==> config.mk <==
export PLATFORM = sky130hd
export DESIGN_NAME = fetch_stage_axi
export DESIGN_NICKNAME = d
export VERILOG_FILES = /design/src/rtl/fetch_stage_axi.sv
export SDC_FILE = /design/constraint.sdc
export NUM_CORES = 1
export LEC_CHECK = 0
export ABC_CLOCK_PERIOD_IN_PS = 4430
export CORE_MARGIN = 4
export CORE_UTILIZATION = 44
export CTS_CLUSTER_SIZE = 28
export DETAILED_ROUTE_END_ITERATION = 12
export PLACE_DENSITY = 0.77
export SETUP_SLACK_MARGIN = 0.02
export SLEW_MARGIN = 20
export SYNTH_ARGS = -nofsm -noshare
export SYNTH_HDL_FRONTEND = slang
export SYNTH_SLANG_ARGS = --single-unit
==> constraint.sdc <==
create_clock -name clk -period 4.43 [get_ports clk]
set_input_delay 0.886 -clock clk [delete_from_list [all_inputs] [get_ports clk]]
set_output_delay 0.886 -clock clk [all_outputs]
set_load 0.01 [all_outputs]
==> src/rtl/fetch_stage_axi.sv <==
// Instruction fetch stage: owns the PC and issues one AXI4-Lite read at a
// time, handing each returned word to decode over a valid/ready handshake.
// Redirects either retarget the next fetch directly or, when a read is in
// flight, mark that read to be discarded and fetch the target afterwards.
module fetch_stage_axi #(
  parameter logic [31:0] RESET_PC   = 32'h0000_0000,
  parameter logic [2:0]  ARPROT_VAL = 3'b100
) (
  input  logic        clk,
  input  logic        rst,
  input  logic        redirect_valid,
  input  logic [31:0] redirect_pc,
  output logic        instr_valid,
  input  logic        instr_ready,
  output logic [31:0] instruction,
  output logic [31:0] instr_pc,
  output logic        instr_err,
  output logic [31:0] m_araddr,
  output logic [2:0]  m_arprot,
  output logic        m_arvalid,
  input  logic        m_arready,
  input  logic [31:0] m_rdata,
  input  logic [1:0]  m_rresp,
  input  logic        m_rvalid,
  output logic        m_rready
);

  typedef enum logic [1:0] {
    ST_START = 2'd0,
    ST_ADDR  = 2'd1,
    ST_DATA  = 2'd2,
    ST_HOLD  = 2'd3
  } state_t;

  state_t      state, state_n;
  logic [31:0] pc, pc_n;
  logic [31:0] pending_pc, pending_pc_n;
  logic        kill, kill_n;

  logic        arvalid_n;
  logic [31:0] araddr_n;
  logic        rready_n;
  logic        instr_valid_n;
  logic [31:0] instruction_n;
  logic [31:0] instr_pc_n;
  logic        instr_err_n;

  // Redirect target with the byte-offset bits forced to zero.
  logic [31:0] target;
  assign target = redirect_pc & 32'hFFFF_FFFC;

  assign m_arprot = ARPROT_VAL;

  // State, PC and all registered outputs.
  always_ff @(posedge clk or posedge rst) begin
    if (rst) begin
      state       <= ST_START;
      pc          <= RESET_PC;
      pending_pc  <= RESET_PC;
      kill        <= 1'b0;
      m_arvalid   <= 1'b0;
      m_araddr    <= RESET_PC;
      m_rready    <= 1'b0;
      instr_valid <= 1'b0;
      instruction <= '0;
      instr_pc    <= '0;
      instr_err   <= 1'b0;
    end else begin
      state       <= state_n;
      pc          <= pc_n;
      pending_pc  <= pending_pc_n;
      kill        <= kill_n;
      m_arvalid   <= arvalid_n;
      m_araddr    <= araddr_n;
      m_rready    <= rready_n;
      instr_valid <= instr_valid_n;
      instruction <= instruction_n;
      instr_pc    <= instr_pc_n;
      instr_err   <= instr_err_n;
    end
  end

  // Next-state and next-output computation; outputs are registered so every
  // transition into ADDR also loads the address it will present.
  always_comb begin
    state_n       = state;
    pc_n          = pc;
    pending_pc_n  = pending_pc;
    kill_n        = kill;
    arvalid_n     = m_arvalid;
    araddr_n      = m_araddr;
    rready_n      = m_rready;
    instr_valid_n = instr_valid;
    instruction_n = instruction;
    instr_pc_n    = instr_pc;
    instr_err_n   = instr_err;

    case (state)
      ST_START: begin
        if (redirect_valid) pc_n = target;
        arvalid_n = 1'b1;
        araddr_n  = pc_n;
        state_n   = ST_ADDR;
      end

      ST_ADDR: begin
        if (redirect_valid) begin
          pending_pc_n = target;
          kill_n       = 1'b1;
        end
        if (m_arready) begin
          arvalid_n = 1'b0;
          rready_n  = 1'b1;
          state_n   = ST_DATA;
        end
      end

      ST_DATA: begin
        if (m_rvalid) begin
          rready_n = 1'b0;
          // A redirect arriving with the beat itself also kills it; the
          // newest target wins over any earlier pending one.
          if (kill || redirect_valid) begin
            pc_n      = redirect_valid ? target : pending_pc;
            kill_n    = 1'b0;
            arvalid_n = 1'b1;
            araddr_n  = pc_n;
            state_n   = ST_ADDR;
          end else begin
            instruction_n = m_rdata;
            instr_pc_n    = pc;
            instr_err_n   = (m_rresp != 2'b00);
            instr_valid_n = 1'b1;
            state_n       = ST_HOLD;
          end
        end else if (redirect_valid) begin
          pending_pc_n = target;
          kill_n       = 1'b1;
        end
      end

      ST_HOLD: begin
        if (redirect_valid) begin
          instr_valid_n = 1'b0;
          pc_n          = target;
          arvalid_n     = 1'b1;
          araddr_n      = target;
          state_n       = ST_ADDR;
        end else if (instr_ready) begin
          instr_valid_n = 1'b0;
          pc_n          = pc + 32'd4;
          arvalid_n     = 1'b1;
          araddr_n      = pc_n;
          state_n       = ST_ADDR;
        end
      end

      default: state_n = ST_START;
    endcase
  end

endmodule

* After elaboration in Yosys (flattened, before gate mapping)
Cells that the tools add are included.
Storage, ports and cells: output and inout bits 103, bits in registers 135, logic and storage cells 70, input bits 72
Cells by class: reduce and logical (&&, ||, !) cells 14, bitwise gates (word level) 1, equal/unequal tests 11, add/subtract/negate cells 1, mux-type cells 33
Operator list (count):
- 32-bit two-way mux | 7
- 32-bit case mux with 3 select lines | 1
- 32-bit case mux with 2 select lines | 1
- 32-bit by 3-bit adder with 32-bit output, second input constant | 1
- 1-bit two-way mux | 14
- 2-bit != test, second input constant | 6
- 2-bit two-way mux | 5
- 3-bit AND reduction | 3
- 2-bit case mux with 4 select lines | 1
- 4-bit AND reduction | 2
- 3-bit != test, second input constant | 2
- 1-bit case mux with 2 select lines | 3
- 2-bit nonzero test | 3
- 5-bit AND reduction | 1
- 2-bit == test, second input constant | 2
- 1-bit case mux with 4 select lines | 1
- 2-bit AND reduction | 2
- 3-bit nonzero test | 1
- 2-bit by 1-bit == test with 1-bit output, second input constant | 1
- 2-bit logical NOT | 1
- 1-bit logical OR | 1
- 1-bit NOT | 1

* Depth between registers and ports, before layout
depth in word-level cells 4, gate-level depth with buffers 9, gate-level depth less buffers 7

* Worst setup path after synthesis
Ideal clock, no wire load.
path kind input port to flip-flop, start point input port redirect_valid, end point register instruction[0], slack 2.045 ns, path buffers 4, data arrival time 2.260 ns, library setup time 0.125 ns, stages on the path 7, required time 4.305 ns, cells stage by stage buf_2 -> nor2b_1 -> and3_1 -> clkbuf_1 -> buf_2 -> buf_2 -> mux2_2
On the way: longest elaborated chain between the ends 3
RTL lines:
- start: declaration | line 11 | input logic redirect_valid,
- 1-bit logical OR | line 123 | if (kill || redirect_valid) begin
- 1-bit NOT (no source line)
- 3-bit AND reduction (no source line)
- end signal: assignment | line 77 | instruction <= instruction_n;
- end: declaration | line 15 | output logic [31:0] instruction,
No other way between the ends. A chain may end at the register's enable or synchronous reset.

* Worst setup path in the final report
start point input port redirect_valid, end point register pc[13]
On the way: longest elaborated chain between the ends 4, elaborated cells on any way between the ends 10, those cells by class eq/ne (3); mux (5); reduce/logical (2)
RTL lines:
- 32-bit two-way mux
- 32-bit two-way mux | line 123
- 32-bit two-way mux | line 119 | if (m_rvalid) begin
- 32-bit case mux with 3 select lines | line 98 | case (state)
- end signal: assignment | line 70 | pc <= pc_n;
- end: declaration | line 36 | logic [31:0] pc, pc_n;
Several ways; a longest one is shown, not always the timed one. The select of a mux whose other input is x is not followed.

==> impl_metrics.csv <==
group,metric,value,unit
grt,grt_max_degree,75,
clocking,cts_max_level,4,
clocking,cts-hold-fix-buffers,0,
critical_path,worstSetupEndpoint,"pc[13]$_DFFE_PP0P_",
synth,synth_cell_types,44,
clocking,cts_setup_buffers,0,
routing,ant_nets,0,
synth,synthCells,532,
critical_path,cp_data_arrival_time,3.06,ns
flow_run,maxCapViolations,0,
critical_path,rr_startpoint,"state[0]$_DFFE_PP0P_",
critical_path,startpoint,"redirect_valid",
routing,vias,5046,
synth,async_flop_share,1.000,
critical_path,endpoint_kind,"register",
finish,area_growth,38.93,%
grt,grt_pass1_wl,27000,microns
synth,ys.flop_type,"dfrtp_1",
routing,drc_errors,0,
finish,n_antenna_cell,0,
clocking,clock_path_buffers,2,
sta,fin_tns_setup,0,ns
synth,ys_seq_area_frac,0.5413,
min_path,hold_class,"reg2reg",
finish,fin_area,8671,sq um
synth,syn_avg_cell_area,11.73,sq um
status,status,"complete, no violations",
clocking,cts.sinks,135,
clocking,path_clk_slew,0.05,ns
clocking,clock_latency,0.42,ns
critical_path,slowest_stage,"clkdlybuf4s50_1",
routing,firstDrtPassIters,5,
sta,slew_violations,0,
die,start_util,0.4496,
sta,worst_pin_slew,0.7381,ns
critical_path,startpoint_type,"input port",
grt,grt_pass1_vias,5161,
routing,viasPerCell,5.689,
clocking,post_cts_resize_count,0,
critical_path,r2r_cells,6,
pwr,p_leak,3.754,nW
clocking,numCtsBuffers,17,
synth,synth_area_leaders,"dfrtp_1 54%, mux2_2 17%, o21ai_0 3.6%",
die,die_h,127.1,microns
die,die_w,127.1,microns
pwr,powerDensity,633.9,nW/um^2
pwr,vdd_drop_max,0.3591,mV
place,postPlaceCellArea,8125,sq um
critical_path,crit_type,"in2reg",
sta,relSlewSlack,0.5069,
finish,instances_no_fill,887,
sta,timing.final.crit_period,2.780,ns
synth,synth_top_cell_by_area,"dfrtp_1",
synth,yosysTopAreaCellShare,0.5413,
grt,overflow,0,
synth,ys_warn_count,0,
die,core_area,13880,sq um
sta,rsz0062_at_grt,"no",
critical_path,path_depth,7,
critical_path,critical_path.top_delay_family,"buffers and inverters",
routing,wl_per_cell,18.69,microns
synth,synth_enable_flop_cells,0,
place,post-place-cells,857,
grt,track_usage,0.2109,
die,rows,43,
place,place_hpwl,11380,microns
critical_path,worst-path-buf-inv,3,
grt,antenna_found_initial,0,
sta,fin_skew,0.008753,ns
sta,fmax,359.7,MHz
routing,wl,16580,microns
die,io_pins,175,
routing,drt_iter0_drc,382,
critical_path,critPathMaxStageDelay,0.67,ns
clocking,root_buffer,"clkbuf_16",
synth,synth_seq_cells,135,
sta,hold_viol_final,0,
finish,layout-drive-gt1-share,0.1994,
sta,finalSetupViolCount,0,
sta,min_period_over_period,0.6275,
place,gp_congestion,0.8613,
place,numPortBuffers,169,
synth,netlist_area,6241,sq um
critical_path,ff2ff_setup_slack,1.75,ns
finish,fin_nets,774,
die,die_area,16150,sq um
critical_path,required,4.71,ns
critical_path,r2r-end,"instr_pc[8]$_DFFE_PP0P_",
clocking,cts_tree,"done",
critical_path,worstPathCellList,"clkdlybuf4s50_1, inv_1, nand2_1, buf_4, nor2_1, a222oi_1, o2bb2ai_1",
critical_path,cp_max_fo,20,
[routing by layer]
metal | global-route usage | wire (microns)
met5 | 0 | 0
met4 | 0.08770 | 399
met3 | 0.05686 | 1012
met2 | 0.3341 | 8305
met1 | 0.2757 | 6864
[synth_stat cells (6+ instances only)]
cell type and n:
a21oi_1 18, a31oi_1 10, o21ai_0 45, nand4_1 10, nand2_1 20, mux2_2 94, nand3_1 9, clkbuf_1 19
o31a_1 9, dfrtp_1 135, nor2b_1 6, ha_1 6, a22oi_1 16, buf_2 13, a22o_1 10, nor2_1 23
and3_1 8, nor3_1 6, inv_1 16
[worst min path at each step]
| stage | end | slack [ns] | from | depth (start not counted) |
|---|---|---|---|---|
| after floorplan | pending_pc[0]$_DFFE_PP0P_ | 0.46 | pending_pc[0]$_DFFE_PP0P_ | 1 |
| after global placement | m_arvalid$_DFFE_PP0P_ | 0.47 | m_arvalid$_DFFE_PP0P_ | 2 |
| after detailed placement | pending_pc[1]$_DFFE_PP0P_ | 0.48 | pending_pc[1]$_DFFE_PP0P_ | 1 |
| after CTS | m_arvalid$_DFFE_PP0P_ | 0.50 | m_arvalid$_DFFE_PP0P_ | 2 |
| after global routing | pending_pc[12]$_DFFE_PP0P_ | 0.52 | pending_pc[12]$_DFFE_PP0P_ | 1 |
| final | m_arvalid$_DFFE_PP0P_ | 0.49 | m_arvalid$_DFFE_PP0P_ | 2 |
[flip-flops by register name, summed over array words and instances (netlist names)]
signal and flops:
pending_pc 32, pc 32, instr_err 1, kill 1, state 2, m_arvalid 1, m_rready 1, instr_pc 32
instr_valid 1, instruction 32
[worst reg2reg max path, stage by stage (launching register included)]
cell	delay [ns]
dfrtp_1	0.41
inv_1	0.12
ha_1	0.49
nor2b_2	0.25
and3_2	0.57
buf_12	0.33
mux2_2	0.41
[power by group]
group          internal, mW  switching [mW]  leakage, nW  total (mW)
sequential             1.71           0.453         1.74        2.17
combinational          1.12           0.888         1.75        2.00
clock                 0.818           0.507        0.267        1.32
total                  3.65            1.85         3.75        5.50
[cell families after synthesis]
logic type | synth area share
adder cells (fa/ha/maj) | 0.01203
AND/OR/NAND/NOR | 0.09162
flip-flops | 0.5413
buffers and inverters | 0.03508
AO/OA/AOI/OAI | 0.1476
multiplexers | 0.1712
other | 0.001203
[final cells by class]
cell class / count / area (sq um)
well taps: 180 / 225.2
clock buffers: 21 / 440.4
flip-flops and latches: 135 / 3378
repair buffers: 179 / 1792
clock inverters: 9 / 105.1
fillers: 1091 / 5210
inverters: 16 / 63.81
multi-input cells: 347 / 2666
[metrics by stage]
| step | worst slack, ns | util | power [mW] | hold WS (ns) |
|---|---|---|---|---|
| global route | 1.572 | 0.6247 | 5.822 | 0.5162 |
| CTS | 1.726 | 0.6247 | 5.537 | 0.4975 |
| detailed placement | 1.283 | 0.5854 | 4.192 | 0.4847 |
| global placement | 1.326 | 0.5854 | 4.084 | 0.4718 |
| finish | 1.650 | 0.6247 | 5.497 | 0.4899 |
| floorplan | 1.865 | - | 3.129 | 0.4640 |
[cells in the final DEF, fill, tap and decap left out, types with 3 or more instances in the layout]
master	n
o22ai_1	5
dfrtp_1	135
inv_1	15
a22oi_1	16
nand4_1	10
nor3_1	6
o2bb2ai_1	5
clkbuf_1	4
nand3_1	9
clkinv_2	4
o21ai_0	45
and3_1	7
a22o_1	10
nor2_1	23
and2_1	3
a222oi_1	5
nand4_2	3
o31a_1	9
clkbuf_16	17
conb_1	3
nand2_1	20
a21oi_1	17
nor4_1	4
mux2_2	94
buf_4	8
nand2b_1	3
nor2b_1	5
ha_1	6
o31ai_1	3
clkdlybuf4s50_1	169
a31oi_1	10
and4_1	3
a221oi_1	3
(Power assumes the default switching activity.)
